===== src/rtl/ring_counter_nmode_if.sv =====
// Control/status bundle for ring_counter_nmode.
// The master side drives the step controls; the slave side is the counter itself.
interface ring_counter_nmode_if #(
  parameter int unsigned WIDTH = 4
);
  logic             enable;
  logic             mode;
  logic             dir;
  logic             load;
  logic [WIDTH-1:0] load_value;
  logic [WIDTH-1:0] q;
  logic             wrap;
  logic             illegal;

  modport master (
    output enable, mode, dir, load, load_value,
    input  q, wrap, illegal
  );

  modport slave (
    input  enable, mode, dir, load, load_value,
    output q, wrap, illegal
  );
endinterface


===== src/rtl/ring_counter_nmode.sv =====
// Parametrised ring / Johnson shift counter with direction select, clock enable,
// parallel load, illegal-state self-correction and a registered wrap pulse.
module ring_counter_nmode #(
  parameter int unsigned WIDTH = 4
) (
  input  logic                  clock,
  input  logic                  reset,
  ring_counter_nmode_if.slave   io_bus
);

  if (WIDTH < 2 || WIDTH > 32) begin : g_width_check
    $error("ring_counter_nmode: WIDTH must be in 2..32");
  end

  logic [WIDTH-1:0] r_q;
  logic             r_wrap;
  logic             r_illegal;

  logic [WIDTH-1:0] w_seed;
  logic [WIDTH-1:0] w_shift;
  logic [WIDTH-2:0] w_edges;
  logic             w_legal;
  logic [WIDTH-1:0] w_q_next;
  logic             w_wrap_next;
  logic             w_illegal_next;

  // Seed of the currently selected mode; also used for reset via mode on the reset edge.
  assign w_seed = io_bus.mode ? '0 : {{(WIDTH-1){1'b0}}, 1'b1};

  // Bit i set where q[i] and q[i+1] differ; a Johnson code has at most one such edge.
  assign w_edges = r_q[WIDTH-1:1] ^ r_q[WIDTH-2:0];

  // Legality and shift are evaluated combinationally from the current state and mode.
  always_comb begin
    w_legal = 1'b0;
    w_shift = r_q;
    if (io_bus.mode) begin
      w_legal = ((w_edges & (w_edges - 1'b1)) == '0);
    end else begin
      w_legal = (r_q != '0) && ((r_q & (r_q - 1'b1)) == '0);
    end
    // Johnson feeds back the inverted end bit; ring feeds it back unchanged.
    if (io_bus.dir) begin
      w_shift = {r_q[0] ^ io_bus.mode, r_q[WIDTH-1:1]};
    end else begin
      w_shift = {r_q[WIDTH-2:0], r_q[WIDTH-1] ^ io_bus.mode};
    end
  end

  // Next-state selection: load > enabled step > hold (reset handled in the register).
  always_comb begin
    w_q_next       = r_q;
    w_wrap_next    = 1'b0;
    w_illegal_next = 1'b0;
    if (io_bus.load) begin
      w_q_next = io_bus.load_value;
    end else if (io_bus.enable) begin
      if (w_legal) begin
        w_q_next    = w_shift;
        w_wrap_next = (w_shift == w_seed);
      end else begin
        // Correction replaces the shift for this step and never counts as a wrap.
        w_q_next       = w_seed;
        w_illegal_next = 1'b1;
      end
    end
  end

  // State and pulse registers with synchronous active-high reset.
  always_ff @(posedge clock) begin
    if (reset) begin
      r_q       <= w_seed;
      r_wrap    <= 1'b0;
      r_illegal <= 1'b0;
    end else begin
      r_q       <= w_q_next;
      r_wrap    <= w_wrap_next;
      r_illegal <= w_illegal_next;
    end
  end

  assign io_bus.q       = r_q;
  assign io_bus.wrap    = r_wrap;
  assign io_bus.illegal = r_illegal;

endmodule


===== src/flat_wrapper.sv =====
// flat-port wrapper written by rule: the top's interface ports become plain ports
module ring_counter_nmode_flat 
#(
  parameter int unsigned WIDTH = 4
)
  (clock, reset, io_bus_enable, io_bus_mode, io_bus_dir, io_bus_load, io_bus_load_value, io_bus_q, io_bus_wrap, io_bus_illegal);
  ring_counter_nmode_if #(.WIDTH(WIDTH)) io_bus_i ();
  input  logic clock;
  input  logic reset;
  input wire logic [$bits(io_bus_i.enable)-1:0] io_bus_enable;
  input wire logic [$bits(io_bus_i.mode)-1:0] io_bus_mode;
  input wire logic [$bits(io_bus_i.dir)-1:0] io_bus_dir;
  input wire logic [$bits(io_bus_i.load)-1:0] io_bus_load;
  input wire logic [$bits(io_bus_i.load_value)-1:0] io_bus_load_value;
  output wire logic [$bits(io_bus_i.q)-1:0] io_bus_q;
  output wire logic [$bits(io_bus_i.wrap)-1:0] io_bus_wrap;
  output wire logic [$bits(io_bus_i.illegal)-1:0] io_bus_illegal;
  assign io_bus_i.enable = io_bus_enable;
  assign io_bus_i.mode = io_bus_mode;
  assign io_bus_i.dir = io_bus_dir;
  assign io_bus_i.load = io_bus_load;
  assign io_bus_i.load_value = io_bus_load_value;
  assign io_bus_q = io_bus_i.q;
  assign io_bus_wrap = io_bus_i.wrap;
  assign io_bus_illegal = io_bus_i.illegal;
  ring_counter_nmode #(.WIDTH(WIDTH)) u_core (.clock(clock), .reset(reset), .io_bus(io_bus_i));
endmodule

===== config.mk =====
export PLATFORM = sky130hd
export DESIGN_NAME = ring_counter_nmode_flat
export DESIGN_NICKNAME = d
export VERILOG_FILES = /design/src/rtl/ring_counter_nmode_if.sv /design/src/rtl/ring_counter_nmode.sv /design/src/flat_wrapper.sv
export SDC_FILE = /design/constraint.sdc
export NUM_CORES = 1
export LEC_CHECK = 0
export BUFFER_PORTS_ARGS = -buffer_cell sky130_fd_sc_hd__buf_2
export CAP_MARGIN = 25
export CELL_PAD_IN_SITES_DETAIL_PLACEMENT = 1
export CELL_PAD_IN_SITES_GLOBAL_PLACEMENT = 1
export CORE_MARGIN = 2
export CORE_UTILIZATION = 38
export CTS_BUF_LIST = sky130_fd_sc_hd__clkbuf_4
export CTS_CLUSTER_DIAMETER = 30
export DETAILED_ROUTE_END_ITERATION = 12
export PLACE_DENSITY_LB_ADDON = 0.1
export SYNTH_ARGS = -nofsm -noshare
export SYNTH_HDL_FRONTEND = slang
export SYNTH_SLANG_ARGS = --single-unit

===== constraint.sdc =====
create_clock -name clock -period 2.2 [get_ports clock]
set_input_delay 0.22 -clock clock [delete_from_list [all_inputs] [get_ports clock]]
set_output_delay 0.22 -clock clock [all_outputs]
set_load 0.05 [all_outputs]

==> results of run 1 <==
metal layers:
layer / share of wire / up-vias
li1: - / 229
met2: 0.48 / 12
met4: 0 / 0
met1: 0.48 / 199
met5: 0 / -
met3: 0.045 / 0
logic make-up (layout without fill, tap and decap cells):
family | Yosys count | count (layout) | synth area share
multiplexers | 3 | 3 | 0.06812
adder cells (fa/ha/maj) | 6 | 6 | 0.1411
XOR/XNOR | 4 | 4 | 0.06814
AO/OA/AOI/OAI | 14 | 14 | 0.2141
AND/OR/NAND/NOR | 14 | 14 | 0.1387
buffers and inverters | 6 | 25 | 0.05838
flip-flops | 6 | 6 | 0.3114
where the power goes:
group          switching [mW]  internal (mW)  leakage, nW
Sequential             0.0109          0.133       0.0608
Combinational           0.109         0.0730        0.217
Clock                  0.0400         0.0810       0.0184
cells in the final DEF, fill, tap and decap left out, drive strengths merged:
| cell type | synthesis | layout |
|---|---|---|
| clkbuf | 0 | 4 |
| and3 | 1 | 1 |
| mux2i | 2 | 2 |
| o211ai | 1 | 1 |
| xnor2 | 3 | 3 |
| or3 | 1 | 1 |
| o21ai | 6 | 6 |
| nor2b | 2 | 2 |
| a21oi | 2 | 2 |
| nor3b | 1 | 1 |
| nor2 | 2 | 2 |
| nor4b | 1 | 1 |
| buf | 2 | 17 |
| a211oi | 1 | 1 |
| xor2 | 1 | 1 |
| o2111a | 1 | 1 |
| a31oi | 1 | 1 |
| edfxtp | 4 | 4 |
| nand2 | 6 | 6 |
| maj3 | 1 | 1 |
| inv | 4 | 4 |
| mux2 | 1 | 1 |
| o31a | 1 | 1 |
| ha | 5 | 5 |
| a21bo | 1 | 1 |
| dfxtp | 2 | 2 |
state kept, by name, summed over array words and instances, names as in the netlist:
name	flops
u_core.io_bus.wrap	1
u_core.io_bus.q	4
u_core.io_bus.illegal	1
worst register-to-register path: stages (launching register included):
cell      delay [ns]
edfxtp_1        0.49
inv_1           0.15
ha_1            0.19
mux2_4          0.33
a211oi_4        0.29
o31a_2          0.17
o21ai_1         0.05
cell type report:
| class | instances | share of cell area |
|---|---|---|
| Tap cell | 15 | 0.02941 |
| Timing Repair Buffer | 17 | 0.1412 |
| Sequential cell | 6 | 0.2510 |
| Multi-Input combinational cell | 41 | 0.5078 |
| Clock buffer | 4 | 0.04706 |
| Inverter | 4 | 0.02353 |
per-stage QoR:
step	instances	hold WS (ns)	setup slack, ns
2_1_floorplan	53	0.3659	0.08305
3_3_place_gp	83	0.5012	0.3458
3_5_place_dp	83	0.4924	0.2850
4_1_cts	87	0.2446	0.2734
5_1_grt	87	0.2655	0.1693
6_report	87	0.2480	0.2803
worst paths after layout:
check                           slack [ns]                              from  cells after the start                          endpoint
worst min-delay path                  0.25                     io_bus_enable                      2  u_core.io_bus.illegal$_SDFF_PP0_
worst max register to register        0.28  u_core.io_bus.q[1]$_SDFFCE_PP0P_                      6      u_core.io_bus.q[0]$_DFFE_PP_
worst min register to register        0.71  u_core.io_bus.q[2]$_SDFFCE_PP0P_                      3     u_core.io_bus.wrap$_SDFF_PP0_
worst max-delay path                  0.28  u_core.io_bus.q[1]$_SDFFCE_PP0P_                      6      u_core.io_bus.q[0]$_DFFE_PP_
==> impl_metrics.env, run 1 <==
export IMPL_finalMaxSlewViolations=0
export IMPL_die_x_um=40.79
export IMPL_min_period_ns=1.920
export IMPL_synth_seq_cells=6
export IMPL_route_vias_total=440
export IMPL_cp_top_family="compound AO/OA/AOI/OAI gates"
export IMPL_synth_area_um2=514.2
export IMPL_synth_edf_count=4
export IMPL_fmax_ghz=0.5209
export IMPL_cp_arrival_ns=1.90
export IMPL_start_util=0.4002
export IMPL_cap_violations=0
export IMPL_register_area_um2=160.2
export IMPL_synthDistinctLibCells=26
export IMPL_synth_top_area_share=0.2336
export IMPL_status="finished clean"
export IMPL_endpoint_kind="register"
export IMPL_crit_required_ns=2.19
export IMPL_drc=0
export IMPL_async_flop_share=0
export IMPL_synthToLayoutAreaGrowth_pct=24.09
export IMPL_ctsResizeCount=0
export IMPL_clk_latency_ns=0.24
export IMPL_ir_worst_vdd_mv=0.3696
export IMPL_syn_inst=53
export IMPL_clockBufferDepth=2
export IMPL_fin_area_um2=638.1
export IMPL_gr_usage_met2=0.2617
export IMPL_grt_pass1_wl_um=1704
export IMPL_dp_final_hpwl_um=921.1
export IMPL_cp_num_buf_inv=1
export IMPL_design_power_total_uw=446.3
export IMPL_ios=16
export IMPL_synthesis_nets=68
export IMPL_firstDrtPassIters=1
export IMPL_tritoncts="yes"
export IMPL_path_class="reg2reg"
export IMPL_cts_buffers_inserted=3
export IMPL_grtUsageTotal=0.1574
export IMPL_crit_slowest_cell="edfxtp_1"
export IMPL_clk_pin_slew_ns=0.05
export IMPL_holdBufCountCts=0
export IMPL_worst_slew_pin_slew_ns=0.2684
export IMPL_path_cells="inv_1 -> ha_1 -> mux2_4 -> a211oi_4 -> o31a_2 -> o21ai_1"
export IMPL_antenna_left=0
export IMPL_finalCritPeriodShare=0.8726
export IMPL_finClkSkew_ns=0.006663
export IMPL_synthTopCellsByArea="edfxtp_1 23%, ha_1 12%, dfxtp_1 7.8%, xnor2_1 5.1%, o21ai_1 4.9%"
export IMPL_grt_pass1_vias=399
export IMPL_htreeDepth=1
export IMPL_cts_setup_buffers=0
export IMPL_root_buffer="clkbuf_4"
export IMPL_core_area_mm2=0.001285
export IMPL_gp_congestion=0.6243
export IMPL_multiInputGateArea_um2=324.1
export IMPL_synth_main_ff_cell="edfxtp_1"
export IMPL_fillers=153
export IMPL_synth_most_common_cell="nand2_1"
export IMPL_p_leak_nw=0.2960
export IMPL_crit_path_start_kind="register"
export IMPL_hold_viol_final=0
export IMPL_slew_headroom=0.8186
export IMPL_setup_tns_ns=0
export IMPL_synthTopCellsByCount="6 x nand2_1, 5 x ha_1, 5 x o21ai_1"
export IMPL_hp_class="in2reg"
export IMPL_place_area_um2=608.1
export IMPL_placement_io_buffers=15
export IMPL_drive_gt1_frac=0.3472
export IMPL_gr_max_usage_layer="met2"
export IMPL_crit_path_max_fanout=7
export IMPL_overflow=0
export IMPL_die_y_um=40.79
export IMPL_gr_usage_met3=0.01630
export IMPL_power_density_mw_per_mm2=699.4
export IMPL_num_antenna_cells=0
export IMPL_fin_util=0.4966
export IMPL_die_area_mm2=0.001663
export IMPL_clock_sinks=6
export IMPL_antenna_found_initial=0
export IMPL_grt_max_degree=11
export IMPL_wl_per_cell_um=12.47
export IMPL_final_nets=88
export IMPL_met1_usage=0.2107
export IMPL_wirelength_um=1085
export IMPL_max_stage_delay_ns=0.49
export IMPL_rsz0062_at_grt="false"
export IMPL_rows=13
export IMPL_drtIter0Drc=0
export IMPL_synth_top_cell_by_area="edfxtp_1"
export IMPL_avgSynthCellArea_um2=9.703
export IMPL_synth_warnings=0
export IMPL_yosysSeqAreaShare=0.3114
export IMPL_vias_per_cell=5.057
export IMPL_finalSetupViolCount=0
(Power assumes the default switching activity.)
==> inputs of run 2 (changes only) <==
--- a/config.mk
+++ b/config.mk
@@ -8,12 +8,9 @@
 export BUFFER_PORTS_ARGS = -buffer_cell sky130_fd_sc_hd__buf_2
 export CAP_MARGIN = 25
-export CELL_PAD_IN_SITES_DETAIL_PLACEMENT = 1
-export CELL_PAD_IN_SITES_GLOBAL_PLACEMENT = 1
-export CORE_MARGIN = 2
-export CORE_UTILIZATION = 38
+export CORE_AREA = 2 2 39 41
 export CTS_BUF_LIST = sky130_fd_sc_hd__clkbuf_4
 export CTS_CLUSTER_DIAMETER = 30
 export DETAILED_ROUTE_END_ITERATION = 12
-export PLACE_DENSITY_LB_ADDON = 0.1
+export DIE_AREA = 0 0 41 43
 export SYNTH_ARGS = -nofsm -noshare
 export SYNTH_HDL_FRONTEND = slang
==> constraint.sdc (replaced) <==
create_clock -name clock -period 2.2 [get_ports clock]
set_input_delay 0.22 -clock clock [delete_from_list [all_inputs] [get_ports clock]]
set_output_delay 0.22 -clock clock [all_outputs]
set_load 0.01 [all_outputs]
==> run 2 against run 1 <==
  * Highest routed layer is now met4
  * Final cell count grew 1.1%
  * Largest cell class unchanged
  * Clock power is essentially flat
  * Hold slack gained 0.0039 ns
==> impl_metrics.env, run 2 (synthesis results as in run 1) <==
export IMPL_crit_required_ns=2.19
export IMPL_p_leak_nw=0.2960
export IMPL_finClkSkew_ns=0.01089
export IMPL_crit_path_max_fanout=7
export IMPL_path_cells="inv_1 -> ha_1 -> mux2_4 -> a211oi_4 -> o31a_2 -> o21ai_1"
export IMPL_hold_viol_final=0
export IMPL_drtIter0Drc=3
export IMPL_grt_max_degree=11
export IMPL_route_vias_total=428
export IMPL_cap_violations=0
export IMPL_vias_per_cell=4.864
export IMPL_power_density_mw_per_mm2=648.6
export IMPL_register_area_um2=160.2
export IMPL_r2r_start="u_core.io_bus.q[1]$_SDFFCE_PP0P_"
export IMPL_finalMaxSlewViolations=0
export IMPL_worst_slew_pin_slew_ns=0.2768
export IMPL_final_nets=88
export IMPL_dp_final_hpwl_um=819
export IMPL_finalSetupViolCount=0
export IMPL_wirelength_um=1034
export IMPL_num_antenna_cells=0
export IMPL_hold_end="u_core.io_bus.illegal$_SDFF_PP0_"
export IMPL_clk_pin_slew_ns=0.06
export IMPL_slew_headroom=0.8149
export IMPL_min_from="io_bus_enable"
export IMPL_largest_reg_flops=4
export IMPL_whs_path_depth=2
export IMPL_firstDrtPassIters=3
export IMPL_endpoint_kind="register"
export IMPL_rrSetupSlack_ns=0.32
export IMPL_regToRegEndpoint="u_core.io_bus.q[0]$_DFFE_PP_"
export IMPL_path_class="reg2reg"
export IMPL_setup_tns_ns=0
export IMPL_hp_class="in2reg"
export IMPL_holdBufCountCts=0
export IMPL_die_x_um=41
export IMPL_overflow=0
export IMPL_fin_area_um2=639.4
export IMPL_die_area_mm2=0.001763
export IMPL_min_period_ns=1.875
export IMPL_cts_setup_buffers=0
export IMPL_status="finished clean"
export IMPL_start_util=0.3716
export IMPL_antenna_left=0
export IMPL_place_area_um2=609.3
export IMPL_fillers=141
export IMPL_gp_congestion=0.7153
export IMPL_cts_buffers_inserted=3
export IMPL_rows=14
export IMPL_crit_slowest_cell="edfxtp_1"
export IMPL_ios=16
export IMPL_ir_worst_vdd_mv=0.3114
export IMPL_r2r_cells=6
export IMPL_clockBufferDepth=2
export IMPL_antenna_found_initial=0
export IMPL_drc=0
export IMPL_clock_sinks=6
export IMPL_crit_path_start_kind="register"
export IMPL_max_stage_delay_ns=0.48
export IMPL_rsz0062_at_grt="false"
export IMPL_core_area_mm2=0.001384
export IMPL_tritoncts="yes"
export IMPL_wl_per_cell_um=11.75
export IMPL_grt_pass1_wl_um=1821
export IMPL_grt_pass1_vias=410
export IMPL_root_buffer="clkbuf_4"
export IMPL_placement_io_buffers=15
export IMPL_finalCritPeriodShare=0.8524
export IMPL_final_cell_mix="15 x buf_2, 6 x nand2_1, 5 x o21ai_1, 5 x ha_1"
export IMPL_ctsResizeCount=0
export IMPL_fmax_ghz=0.5332
export IMPL_die_y_um=43
export IMPL_synthToLayoutAreaGrowth_pct=24.33
export IMPL_htreeDepth=1
export IMPL_drive_gt1_frac=0.3472
export IMPL_final_common_cell="buf_2"
export IMPL_grtUsageTotal=0.1452
export IMPL_multiInputGateArea_um2=324.1
export IMPL_clk_latency_ns=0.24
export IMPL_cp_arrival_ns=1.87
[run 2: cell counts in the layout (fill, tap and decap cells not counted)]
Identical to the previous run, type by type.
[run 2: how the worst max path moves through the flow]
stage,start,to,depth (start not counted)
detailed placement,u_core.io_bus.q[1]$_SDFFCE_PP0P_,u_core.io_bus.q[0]$_DFFE_PP_,6
floorplan,u_core.io_bus.q[1]$_SDFFCE_PP0P_,u_core.io_bus.q[0]$_DFFE_PP_,6
global route,u_core.io_bus.q[1]$_SDFFCE_PP0P_,u_core.io_bus.q[2]$_SDFFCE_PP0P_,6
CTS,u_core.io_bus.q[1]$_SDFFCE_PP0P_,u_core.io_bus.q[0]$_DFFE_PP_,6
finish,u_core.io_bus.q[1]$_SDFFCE_PP0P_,u_core.io_bus.q[0]$_DFFE_PP_,6
global placement,u_core.io_bus.q[1]$_SDFFCE_PP0P_,u_core.io_bus.q[0]$_DFFE_PP_,6
[run 2: cell type report]
| class | count | area share |
|---|---|---|
| inverter | 4 | 0.02348 |
| multi-input combinational | 41 | 0.5068 |
| timing repair buffer | 17 | 0.1409 |
| clock buffer | 4 | 0.04697 |
| tap | 16 | 0.03131 |
| sequential | 6 | 0.2505 |
[run 2: layer usage]
layer,share of wire,track usage,vias to the layer above
met1,0.48,0.2267,187
met2,0.45,0.2063,11
met5,0,0,-
li1,-,-,228
met4,0.0058,0.04000,0
met3,0.065,0.01571,2
[run 2: critical path: cells and delay by family, from the launching register on]
kind	cells	cell delay, ns
adder cells (fa/ha/maj)	1	0.18
flip-flops	1	0.48
multiplexers	1	0.31
buffers and inverters	1	0.15
AO/OA/AOI/OAI	3	0.52
[run 2: stage by stage]
stage               instances  utilization  hold WS [ns]  setup slack, ns  power, mW
finish                     88       0.4620        0.2519           0.3246     0.4147
global route               88       0.4620        0.2533           0.1897     0.4455
CTS                        88       0.4620        0.2486           0.3167     0.4186
detailed placement         84       0.4403        0.4821           0.3207     0.2940
global placement           84       0.4403        0.4839           0.3618     0.2933
floorplan                  53            -        0.3659           0.3860     0.2519
[run 2: power by group]
group / internal (mW) / total [mW] / switching (mW)
registers: 0.133 / 0.142 / 0.00970
logic: 0.0722 / 0.149 / 0.0768
clock network: 0.0812 / 0.123 / 0.0422
total: 0.286 / 0.415 / 0.129
